**src/rtl/fft_result_reader_pkg.sv**
```systemverilog
// Shared constants, state encoding and the A-law expansion used by the spectrum read-back path.
// The encoder side uses the same segment/mantissa split.
package fft_result_reader_pkg;

    localparam int LENGTH     = 256;
    localparam int ADDR_W     = 8;
    localparam int CODE_W     = 8;
    localparam int DATA_OUT_W = 15;
    localparam int FIFO_DEPTH = 4;
    localparam int PTR_W      = $clog2(FIFO_DEPTH);
    localparam int CNT_W      = ADDR_W + 1;

    localparam int SEG_W  = 3;
    localparam int MANT_W = 5;
    localparam int LIN_W  = 15;
    localparam int SHIFT0 = 3;

    typedef enum logic [1:0] {
        IDLE  = 2'd0,
        READ  = 2'd1,
        DRAIN = 2'd2
    } state_t;

    typedef struct packed {
        logic             last;
        logic [LIN_W-1:0] mag;
    } fifo_entry_t;

    // Segment 0 is linear with a half-step offset; higher segments add the implied leading one.
    function automatic logic [LIN_W-1:0] alaw_expand(input logic [CODE_W-1:0] code);
        logic [SEG_W-1:0]  seg;
        logic [MANT_W-1:0] mant;
        logic [LIN_W-1:0]  base;
        logic [3:0]        sh;
        seg  = code[CODE_W-1:MANT_W];
        mant = code[MANT_W-1:0];
        if (seg == '0) begin
            return (LIN_W'(mant) << SHIFT0) + LIN_W'(4);
        end
        base = LIN_W'({1'b1, mant});
        sh   = 4'(seg) + 4'(SHIFT0 - 1);
        return (base << sh) + (LIN_W'(1) << (sh - 4'd1));
    endfunction

endpackage

```
**src/rtl/fft_result_reader_alaw_decoder.sv**
```systemverilog
// Registered A-law to linear magnitude expander, one cycle of latency.
module alaw_decoder
    import fft_result_reader_pkg::*;
(
    input  logic              clk,
    input  logic              reset,
    input  logic [CODE_W-1:0] data_in,
    input  logic              valid_in,
    output logic [LIN_W-1:0]  data_out,
    output logic              valid_out
);

    logic [LIN_W-1:0] data_q;
    logic [LIN_W-1:0] data_d;
    logic             valid_q;

    always_comb begin
        data_d = data_q;
        if (valid_in) begin
            data_d = alaw_expand(data_in);
        end
    end

    always_ff @(posedge clk) begin
        if (reset) begin
            data_q  <= '0;
            valid_q <= 1'b0;
        end else begin
            data_q  <= data_d;
            valid_q <= valid_in;
        end
    end

    assign data_out  = data_q;
    assign valid_out = valid_q;

endmodule

```
**src/rtl/fft_result_reader.sv**
```systemverilog
// Streams the stored A-law spectrum out as linear magnitudes over valid/ready.
// Reads are credit-limited so the small show-ahead FIFO can never overflow.
module fft_result_reader
    import fft_result_reader_pkg::*;
(
    input  logic              clk,
    input  logic              reset,
    input  logic              start,
    output logic              work,
    output logic              finish,
    output logic [ADDR_W-1:0] mem_addr,
    output logic              mem_rd,
    input  logic [15:0]       mem_data,
    output logic [15:0]       out_data,
    output logic              out_valid,
    input  logic              out_ready,
    output logic              out_last
);

    state_t            state_q, state_d;
    logic [CNT_W-1:0]  rd_cnt_q, rd_cnt_d;
    logic [CNT_W-1:0]  wr_cnt_q, wr_cnt_d;
    logic [1:0]        in_flight_q, in_flight_d;
    logic [PTR_W:0]    fifo_count_q, fifo_count_d;
    logic [PTR_W-1:0]  wr_ptr_q, wr_ptr_d;
    logic [PTR_W-1:0]  rd_ptr_q, rd_ptr_d;
    logic              rd_pend_q;
    fifo_entry_t       fifo_q [FIFO_DEPTH];

    logic              start_acc;
    logic              push;
    logic              pop;
    logic [PTR_W+1:0]  credit_sum;
    logic [LIN_W-1:0]  dec_mag;
    fifo_entry_t       head;
    fifo_entry_t       push_entry;
    logic              unused_hi;

    // Upper byte of the RAM word carries unrelated data.
    assign unused_hi = ^mem_data[15:8];

    alaw_decoder u_decoder (
        .clk       (clk),
        .reset     (reset),
        .data_in   (mem_data[CODE_W-1:0]),
        .valid_in  (rd_pend_q),
        .data_out  (dec_mag),
        .valid_out (push)
    );

    assign head       = fifo_q[rd_ptr_q];
    assign start_acc  = (state_q == IDLE) && start;
    assign pop        = out_valid && out_ready;
    assign credit_sum = (PTR_W+2)'(in_flight_q) + (PTR_W+2)'(fifo_count_q);
    assign mem_addr   = rd_cnt_q[ADDR_W-1:0];

    always_ff @(posedge clk) begin
        if (reset) begin
            state_q <= IDLE;
        end else begin
            state_q <= state_d;
        end
    end

    always_comb begin
        state_d = state_q;
        unique case (state_q)
            IDLE:    if (start) state_d = READ;
            READ:    if (mem_rd && rd_cnt_q == CNT_W'(LENGTH - 1)) state_d = DRAIN;
            DRAIN:   if (finish) state_d = IDLE;
            default: state_d = IDLE;
        endcase
    end

    always_comb begin
        work      = (state_q != IDLE);
        mem_rd    = (state_q == READ) && (credit_sum < (PTR_W+2)'(FIFO_DEPTH));
        out_valid = (fifo_count_q != '0);
        out_data  = out_valid ? {{(16-LIN_W){1'b0}}, head.mag} : 16'd0;
        out_last  = out_valid && head.last;
        finish    = (state_q == DRAIN) && pop && head.last;
    end

    always_comb begin
        rd_cnt_d = rd_cnt_q;
        wr_cnt_d = wr_cnt_q;
        if (start_acc) begin
            rd_cnt_d = '0;
            wr_cnt_d = '0;
        end else begin
            if (mem_rd) rd_cnt_d = rd_cnt_q + CNT_W'(1);
            if (push)   wr_cnt_d = wr_cnt_q + CNT_W'(1);
        end
        in_flight_d  = in_flight_q + 2'(mem_rd) - 2'(push);
        fifo_count_d = fifo_count_q + (PTR_W+1)'(push) - (PTR_W+1)'(pop);
        wr_ptr_d     = push ? wr_ptr_q + PTR_W'(1) : wr_ptr_q;
        rd_ptr_d     = pop  ? rd_ptr_q + PTR_W'(1) : rd_ptr_q;
    end

    always_ff @(posedge clk) begin
        if (reset) begin
            rd_cnt_q     <= '0;
            wr_cnt_q     <= '0;
            in_flight_q  <= '0;
            fifo_count_q <= '0;
            wr_ptr_q     <= '0;
            rd_ptr_q     <= '0;
            rd_pend_q    <= 1'b0;
        end else begin
            rd_cnt_q     <= rd_cnt_d;
            wr_cnt_q     <= wr_cnt_d;
            in_flight_q  <= in_flight_d;
            fifo_count_q <= fifo_count_d;
            wr_ptr_q     <= wr_ptr_d;
            rd_ptr_q     <= rd_ptr_d;
            rd_pend_q    <= mem_rd;
        end
    end

    // The last flag is attached at write time so it stays aligned with its word through stalls.
    always_comb begin
        push_entry.last = (wr_cnt_q == CNT_W'(LENGTH - 1));
        push_entry.mag  = dec_mag;
    end

    always_ff @(posedge clk) begin
        if (push) begin
            fifo_q[wr_ptr_q] <= push_entry;
        end
    end

endmodule
```
**config.mk**
```make
export PLATFORM = sky130hd
export DESIGN_NAME = fft_result_reader
export DESIGN_NICKNAME = d
export VERILOG_FILES = /design/src/rtl/fft_result_reader_pkg.sv /design/src/rtl/fft_result_reader_alaw_decoder.sv /design/src/rtl/fft_result_reader.sv
export SDC_FILE = /design/constraint.sdc
export NUM_CORES = 1
export LEC_CHECK = 0
export BUFFER_PORTS_ARGS = -buffer_cell sky130_fd_sc_hd__buf_2
export CELL_PAD_IN_SITES_DETAIL_PLACEMENT = 2
export CELL_PAD_IN_SITES_GLOBAL_PLACEMENT = 2
export CORE_MARGIN = 3
export CORE_UTILIZATION = 45
export CTS_BUF_LIST = sky130_fd_sc_hd__clkbuf_4
export DETAILED_ROUTE_END_ITERATION = 7
export PLACE_DENSITY_LB_ADDON = 0.1
export SYNTH_ARGS = -nofsm -noshare
export SYNTH_HDL_FRONTEND = slang
export SYNTH_SLANG_ARGS = --single-unit
```
**constraint.sdc**
```tcl
create_clock -name clk -period 7 [get_ports clk]
set_input_delay 0.7 -clock clk [delete_from_list [all_inputs] [get_ports clk]]
set_output_delay 0.7 -clock clk [all_outputs]
set_load 0.02 [all_outputs]
```
[Yosys cells after proc, flatten, opt, wreduce, memory -nomap -nowiden]
Memories as Yosys holds them, arrays and structs flattened. A register that Yosys moved wholly into a read port is not among the register bits.
Cells that the tools add are included.
Word-level totals
  register bits: 46
  memory bits (writable): 64
  input port bits: 20
  output and inout bits: 29
  word-level logic and storage cells: 60
  memories: 1
Memories
  fifo_q: depth 4, width 16, rd ports 1, clocked after memory_dff 1, wr ports 1, line fft_result_reader.sv:28  | fifo_entry_t fifo_q [FIFO_DEPTH];
Operators by class
  add/sub/neg operators: 13
  order comparisons: 1
  equal/unequal tests: 7
  shifts and indexed selects: 2
  multiplexer cells: 13
  reduce and logical (&&, ||, !) cells: 13
Operator list (number)
  15-bit two-way mux: 3
  9-bit by 1-bit adder with 9-bit output, second input constant: 2
  9-bit by 8-bit equality test with 1-bit output, second input constant: 2
  15-bit adder: 1
  1-bit by 4-bit left shift with 15-bit output, first input constant: 1
  6-bit by 4-bit left shift with 15-bit output: 1
  2-bit two-way mux: 5
  8-bit by 3-bit adder with 9-bit output, second input constant: 1
  1-bit logical AND: 7
  2-bit inequality test, second input constant: 3
  2-bit case mux with 3 select lines: 1
  2-bit by 1-bit adder with 2-bit output, second input constant: 2
  2-bit by 3-bit adder with 4-bit output: 1
  3-bit by 2-bit adder with 4-bit output, second input constant: 1
  4-bit by 3-bit less-than comparator with 1-bit output, second input constant: 1
  1-bit two-way mux: 4
  4-bit by 1-bit subtractor with 4-bit output, second input constant: 1
  3-bit by 1-bit adder with 3-bit output: 1
  3-bit logical NOT: 1
  3-bit AND reduction: 1
  3-bit nonzero test: 1
  3-bit by 1-bit subtractor with 3-bit output: 1
  2-bit by 1-bit adder with 2-bit output: 1
  2-bit by 1-bit equality test with 1-bit output, second input constant: 1
  5 further kinds: 5

[Logic depth before layout (Yosys ltp)]
Gate-level depths: netlist of run 1.
  depth after elaboration: 6
  gate-level depth with buffers: 13
  mapped depth without buffers: 11

[Modules after synthesis]
From an unflattened synthesis of run 1, not the netlist that was laid out.
Unflattened totals
  cells, all modules: 530
  area, all modules: 5788.1 um^2
By module, submodules not included
  fft_result_reader: instances 1, cells an instance 286, area an instance 4078.9 um^2, seq. area each 2562.5 um^2
  alaw_decoder: instances 1, cells an instance 244, area an instance 1709.1 um^2, seq. area each 320.3 um^2

[Worst setup path after synthesis of run 1]
No wires, ideal clock.
  path type: input port to flip-flop
  from: input port mem_data[6]
  to: register u_decoder.data_q[12] (netlist: u_decoder.data_out[12])
  setup time: 124 ps
  arrival time: 3333 ps
  path slack: 3543 ps
  stages on the path: 11
  cell sequence: ha_1 > clkbuf_1 > clkbuf_1 > nor3b_1 > ha_1 > fa_1 > a211oi_1 > nor4_1 > nor4_2 > mux2i_1 > nand3_1
On the way
  longest elaborated chain between the ends: 5
  elaborated cells between the ends (all ways): 9
Ends and longest elaborated chain
  from (decl): line fft_result_reader.sv:13  | input logic [15:0] mem_data,
  3-bit by 2-bit adder with 4-bit output: line fft_result_reader_pkg.sv:41  | sh = 4'(seg) + 4'(SHIFT0 - 1);
  4-bit by 1-bit subtractor with 4-bit output: line fft_result_reader_pkg.sv:42  | return (base << sh) + (LIN_W'(1) << (sh - 4'd1));
  1-bit by 4-bit left shift with 15-bit output: line fft_result_reader_pkg.sv:42
  15-bit adder: line fft_result_reader_pkg.sv:42
  15-bit two-way mux *: line fft_result_reader_pkg.sv:40  | base = LIN_W'({1'b1, mant});
  to (signal assigned): line fft_result_reader_alaw_decoder.sv:29  | data_q <= data_d;
  to (decl): line fft_result_reader_alaw_decoder.sv:13  | logic [LIN_W-1:0] data_q;
Mark *: on every way between the ends. The rest lies on a longest branch, timed or not. The select of a mux whose other input is x is not followed.
A chain may end at the register's enable or synchronous reset.

[Worst setup path after layout of run 1]
  from: input port mem_data[6]
  to: register u_decoder.data_q[14] (netlist: u_decoder.data_out[14])
Same word-level chain as after synthesis.

==> results of run 1 <==
==> routing by layer <==
metal,global-route usage [%],routed length (µm),vias to the layer above
li1,-,-,1893
met1,29.5,6820,2035
met2,40.6,8130,109
met3,4.94,565,26
met4,5.36,274,0
met5,0,0,-
==> cell usage in the layout, fill, tap and decap left out, types with 12 or more instances in the layout <==
master,n
a21oi_1,18
and2_1,25
buf_2,39
dfxtp_1,48
edfxtp_1,64
ha_1,29
inv_1,16
mux4_2,17
nand2_1,33
nand3_1,12
nor2_1,54
nor3_1,14
o21ai_0,16
xor2_1,17
==> flip-flops by register name, summed over array words and instances (netlist names), named ones only <==
register / cells
fifo_count_q: 3
fifo_q: 64
in_flight_q: 2
rd_cnt_q: 9
rd_pend_q: 1
rd_ptr_q: 2
state_q: 2
u_decoder.data_out: 15
u_decoder.valid_out: 1
wr_cnt_q: 9
wr_ptr_q: 2
==> power by group through the flow <==
stage,combinational (mW),sequential [mW],clock (mW)
final,0.506,0.800,0.336
after global routing,0.550,0.809,0.371
after CTS,0.510,0.801,0.344
after detailed placement,0.495,0.812,0
after global placement,0.455,0.804,0
after floorplan,0.387,0.765,0
==> worst max-delay path by stage <==
stage | depth (start not counted) | slack (ns) | endpoint | from
final | 11 | 3.33 | u_decoder.data_out[14] | mem_data[6]
after global routing | 11 | 3.05 | u_decoder.data_out[12] | mem_data[6]
after CTS | 11 | 3.32 | u_decoder.data_out[12] | mem_data[6]
after detailed placement | 11 | 2.75 | u_decoder.data_out[12] | mem_data[6]
after global placement | 11 | 2.81 | u_decoder.data_out[12] | mem_data[6]
after floorplan | 11 | 3.54 | u_decoder.data_out[12] | mem_data[6]
==> cell type report <==
cell class / count / area, µm²
fill: 1257 / 6140
clock buffer: 9 / 67.6
timing repair buffer: 39 / 195
tap: 168 / 210
clock inverter: 7 / 81.3
multi-input combinational: 353 / 2620
sequential: 112 / 2880
inverter: 16 / 60.1
==> tightest hold or removal path, stage by stage <==
cell and delay (ns):
buf_2 0.10, o21ai_0 0.14, nor3_1 0.05
==> kinds of logic after synthesis <==
kind of cell	share of synthesized area [%]
compound gates	8.95
other cells	0.0653
simple gates	17.1
buf+inv	4.36
mux	8.49
xor+xnor	3.81
fa+ha+maj	7.01
flops	50.2
==> results, run 1 <==
- The number of buffers inserted by post-CTS setup repair is 0.
- The share of the synthesized area in the top cell type is 33.4%.
- The clock-pin slew on the worst setup and hold paths is roughly 0.19 ns.
- The clock root buffer is clkbuf_4.
- For this run, the share of the core covered by cells in the final layout is 49.9%.
- The final layout contains ~580 nets.
- The core region is 12,300 µm².
- Clock latency on the worst-skew pair, taken at its later pin, is around 0.50 ns.
- The worst setup path is launched from a primary input.
- The largest fanout on the critical path is 22.
- For flop-to-flop paths, the worst setup slack is 4.17 ns.
- Counting tap cells, the placed design contains a total of just under 700 instances.
- In this run the worst hold path is classified as primary input to flop.
- The maximum clock frequency is 273 MHz.
- The flip-flop and latch count after synthesis is 112.
- The share of total power in sequential cells is between 40% and 50%.
- The first global-routing pass estimated 25,400 µm of wire.
- The number of buffers added to fix hold violations after cts is 0.
- The signal on the critical path passes through buf_2 > ha_1 > nand2_1 > nor3b_1 > ha_1 > fa_1 > a211oi_1 > nor4_1 > nor4_2 > a2111o_1 > o211ai_1.
- The die is around 120 µm tall.
- The starting DRC count in detailed routing is 273.
- The congestion estimate from routability-driven global placement came to approximately 0.8.
- By instance count, the leading cell after synthesis is edfxtp_1.
- The die is between 100 and 150 µm wide.
- Across the VDD grid, the largest voltage drop is 0.000102 V.
- In this run the most critical hold path is launched from start.
- The slew at the pin with the worst max-slew slack is ~1.2 ns.
- On the critical path, the stage with the largest delay is an instance of ha_1.
- The required arrival time at the worst endpoint is roughly 7.4 ns.
- The hold violation count in the final report was 0.
- The number of buffers and inverters on the critical path is 1.
- The layout-stage area growth over the synthesis result is 6.53%.
- The CTS buffer count is 9.
- Cells with a size suffix above 1 make up 15.7% of the layout.
- The capture instance of the worst register-to-register path is fifo_count_q[2].
- The antenna diode count is 0.
- The sort of element at the end of the critical path is a flop.
- The overall fraction of global-route tracks in use is between 20% and 30%.
- Once layout is done, the placed cells without fillers occupy between 6000 and 7000 µm².
- The area of placed instances is about 6000 µm².
- Dividing total power by cell area gives a power density of 268 nW/µm².
- The switching fraction of total power is 37.5%.
- The die covers 14,200 µm².
- The critical path class is primary input to flop.
- The final layout contains routed wiring with a total length of between 15,000 and 20,000 µm.
- The count of distinct cell types in the synthesized netlist is between 50 and 60.
- The number of setup violations in the final report is 0.
- The total iterations of the first detailed-routing run is 4.
- The design draws roughly 1.6 mW.
- The vias after detailed routing is slightly above 4,000.
- During synthesis, Yosys emitted a total of 0 warnings.
- The total clock sinks is between 100 and 150.
- In this run the count of I/O pins placed on the die edge is 49.
- The via density per instance is 5.77.
- The run finished with clean final reports.
- The number of max-slew violations in the final report is 0.
- The shortest period the worst path allows is ~3.7 ns.
- Across the run, the number of max-cap violations was 0.
- The count of flip-flops with a built-in enable after synthesis is 64.
- Prior to clock tree synthesis, the placed netlist has a worst setup slack of about 2.8 ns.
- The synthesized area per cell is 11.2 µm².
- After detailed routing, the number of remaining DRC violations is 0.
- The internal power component is 1.03 mW.
- Synthesis produced a netlist whose cell count is 512.
- For the worst flop-to-flop path, the logic depth is 10.
- Hold timing on the final database bottoms out at a slack of 0.498 ns.
- The portion of total power attributed to combinational logic is 30.8%.
- Leaving out filler cells and counting taps, the final layout contains 704.
- The number of cell rows is 40.
- The power spent charging and discharging nets is between 600 and 700 µW.
- By area the synthesized netlist is led by edfxtp_1, dfxtp_1, mux4_2.
- The clock skew after layout is roughly 0.023 ns.
- The number of buffers between clock root and the deepest sink is 2.
- The routed wirelength normalized by instance count is 22.4 µm.
- In the final timing run, aggregate negative setup slack is 0 ns.
- The cell seen most often among critical-path stages is ha_1.
- The top flip-flop cell by instance count after synthesis is edfxtp_1.
- The delay of the slowest cell on the worst path is 0.49 ns.
- The share of total power dissipated in the clock network is 20.5%.
- The remaining number of nets flagged by the antenna check after routing is 0.
- The number of antenna violations at the first check in global routing is 0.
- The residual overflow from global routing is 0.
- TritonCTS built the clock tree.
- The commonest cells after synthesis are edfxtp_1, nor2_1, dfxtp_1.
- The cell type group with the largest total delay on the critical path is adder cells.
- The register area share after synthesis is 50.2%.
- The async set-reset flop share out of synthesis is 0%.
- The number of global-route vias before repair is 4,405.
- The post-cts resize count is 0.
- The static leakage is ~2.3 nW.
- The count of H-tree levels built during CTS is 3.
- The number of cells on the worst hold path is 3.
- For this configuration, the core starts out at a cell density of a little under half.
- The placed wire-length estimate is 11,000 µm.
- The reg-to-reg critical path startpoint is fifo_count_q[1].
- The final worst-path setup slack is roughly 3.3 ns.
- The endpoint of the worst hold path is state_q[0].
- Setup repair after global routing left no endpoint under its margin.
- The remaining max-slew budget at the tightest pin is 23.0%.
- The arrival time of the worst setup path is 4.08 ns.
- The final cycle utilization of the critical path is 52.4%.
- The synthesized design spends more area on one cell type than any other, namely edfxtp_1.
- In this run the cell area of the synthesized design comes to 5750 µm².
- Entering global routing, the biggest net connects 27 pins.
- The quantity of I/O buffers inserted on ports is 39.
Note: power is estimated with default switching activity, not from simulation.
==> run 2, diff against run 1 <==
- CORE_UTILIZATION: 45 -> 37
- clock period: 7 -> 3.15 ns (I/O delays scaled with it)
==> results, run 2 (synthesis results as in run 1) <==
- The worst-case hold slack is ~0.17 ns.
- Relative to the synthesized area, the layout overhead comes to 12.0%.
- Setup repair after global routing left no endpoint under its margin.
- The number of nets at the end of the flow is 624.
- The leading cell type in the layout, fill and taps excluded is edfxtp_1.
- The maximum clock frequency is 359 MHz.
- The number of max-slew violations in the final report is 0.
- After the first detailed-routing iteration, the DRC count stood at 138.
- The pre-CTS setup slack is -0.134 ns.
- Once the clock tree was built, the setup fixing pass inserted 0 buffers.
- The first detailed-routing pass ran for 4 iterations.
- Total power for the finished layout comes to 3.57 mW.
- The power density of the placed cells is 555 nW/µm².
- Ranked by flip-flop count, first place goes to fifo_q.
- The register with the most flip-flops in the layout has 64 of them.
- In this run the tool buffered the top-level ports with 39 buffer cells.
- The longest clock path from root to sink contains 2 buffers.
- The vias after detailed routing is 4,059.
- The maximum vdd ir drop is 0.000188 V.
- Cell internal power was estimated by the tool at roughly 2.3 mW.
- The area of the core is approximately 15,000 µm².
- STA classifies the critical path endpoint as a flop.
- The placed instance count is between 700 and 800.
- The number of antenna violations at the first check in global routing is 1.
- The height of the die is 131 µm.
- The I/O pin count is 49.
- The total clock sinks is 112.
- The clock latency reported for the late side of the worst-skew pair is ~0.48 ns.
- The share of total power in sequential cells is 47.9%.
- Summed over all layers, the routed wires come to around 14,000 µm.
- The aggregate negative setup slack is 0 ns.
- The clock-pin slew on the worst setup and hold paths is roughly 0.17 ns.
- The number of global-route vias before repair was ~4,400.
- Setup violations remaining at the end of the flow were counted as 0.
- The flow ran to the end, and the final reports show no timing, DRC or antenna violations.
- Row generation in the floorplan step produced 44 rows.
- The die extent in x is 131 µm.
- The hold violation count in the final report is 0.
- STA classifies the critical path startpoint as a primary input.
- The path class of the tightest hold or removal check is primary input to flop.
- The post-route netlist has a little over a fifth of its cells at a drive strength greater than 1.
- Measured against its own limit, the worst slew margin works out to between 40 and 50%.
- The required arrival time at the worst endpoint is 3.53 ns.
- The overall fraction of global-route tracks in use is 17.5%.
- The number of cells on the worst hold path is 3.
- The slew at the pin with the worst max-slew slack is 0.899 ns.
- The routed wirelength normalized by instance count is 18.7 µm.
- The global-route wire length before repair is 23,100 µm.
- Detailed placement finished with a half-perimeter wire length of around 11,000 µm.
- Clock tree synthesis selected as its root buffer the cell clkbuf_4.
- Dividing the final minimum period by the clock period gives between 80% and 90%.
- The critical path class is primary input to flop.
- The floorplan step defined a die boundary enclosing roughly 17,000 µm².
- Once layout is done, the placed cells without fillers occupy 6430 µm².
- In the layout the commonest cells are edfxtp_1, nor2_1, dfxtp_1.
- Across the routed clock network, the largest skew measured is 0.0285 ns.
- Summed over all layers, the global routing overflow is 0.
- The initial cell density of the core is 38.7%.
- The final core utilization is 43.3%.
- The clock period could shrink to 2.79 ns.
- The post-cts resize count is 0.
- Entering global routing, the biggest net connects 26 pins.
- Buffers inserted to repair hold after CTS numbered 0.
- Combinational logic burns between 30% and 40% of the power.
- Once detail routing completed, the nets flagged for antenna violations numbered 0.
- The via density per instance is 5.32.
- Of the total power, the share spent switching nets is between 30% and 40%.
- For the worst setup path, the data arrival time is 3.17 ns.
- Setup slack closes at 0.361 ns.
- Routability-driven placement finished with a final weighted congestion of 0.811.
- The max capacitance violation total is 0.
- The clock share of power is 18.5%.
- In this run the number of H-tree levels came out at 3.
- The CTS buffer count is 9.
- The post-layout instance count excluding filler cells is about 760.
- The residual DRC count is 0.
- The power spent charging and discharging nets is 1.25 mW.
- The logic depth of the worst register-to-register path is 10.
- Of all nets on the critical path, the largest fanout is 15.
- TritonCTS built the clock tree.
- Summed over all cells, the static leakage comes to ~2.5 nW.
- The area of placed instances is ~6300 µm².
## run 2: cell types whose count changed in the layout (fill, tap and decap cells not counted)
cell	delta
clkinv_4	+2
diode_2	+1
clkinv_1	+1
buf_4	+42
clkinv_8	-1
inv_8	-2
inv_6	+1
inv_12	-1
## run 2: critical path, stage by stage
cell and delay, ns:
buf_2 0.12, ha_1 0.55, buf_4 0.22, nor2_1 0.05, a31oi_1 0.22, nor2_1 0.08, ha_1 0.35, nand2_1 0.09
nor4_1 0.45, nor4_2 0.09, buf_4 0.17, a2111o_1 0.36, o211ai_1 0.11
## run 2: final timing paths
path                                       from                     end  slack, ns
worst max register to register  fifo_count_q[1]         fifo_count_q[2]       0.65
worst min-delay path                      start              state_q[0]       0.17
worst min register to register      wr_cnt_q[8]             wr_cnt_q[8]       0.49
worst max-delay path                mem_data[6]  u_decoder.data_out[14]       0.36
## run 2: power groups by stage
stage	Clock [mW]	Combinational, mW	Sequential [mW]
6_report	0.661	1.20	1.71
5_1_grt	0.742	1.33	1.73
4_1_cts	0.694	1.23	1.71
3_5_place_dp	0	1.22	1.75
3_3_place_gp	0	1.16	1.73
2_1_floorplan	0	0.860	1.70
## run 2: cell type report
cell class / count / area [µm²]
repair buffers: 81 / 510
clock inverters: 7 / 56.3
inverters: 16 / 60.1
fillers: 1569 / 8430
flip-flops and latches: 112 / 2880
multi-input cells: 353 / 2620
well taps: 184 / 230
clock buffers: 9 / 67.6
diodes: 1 / 2.50
## run 2: metal layers
layer	track usage [%]	vias to the layer above	part of all wire, %
met3	2.60	12	2.1
met5	0	-	0
li1	-	1965	-
met4	4.90	0	1.1
met1	23.1	2031	47
met2	30.1	51	49
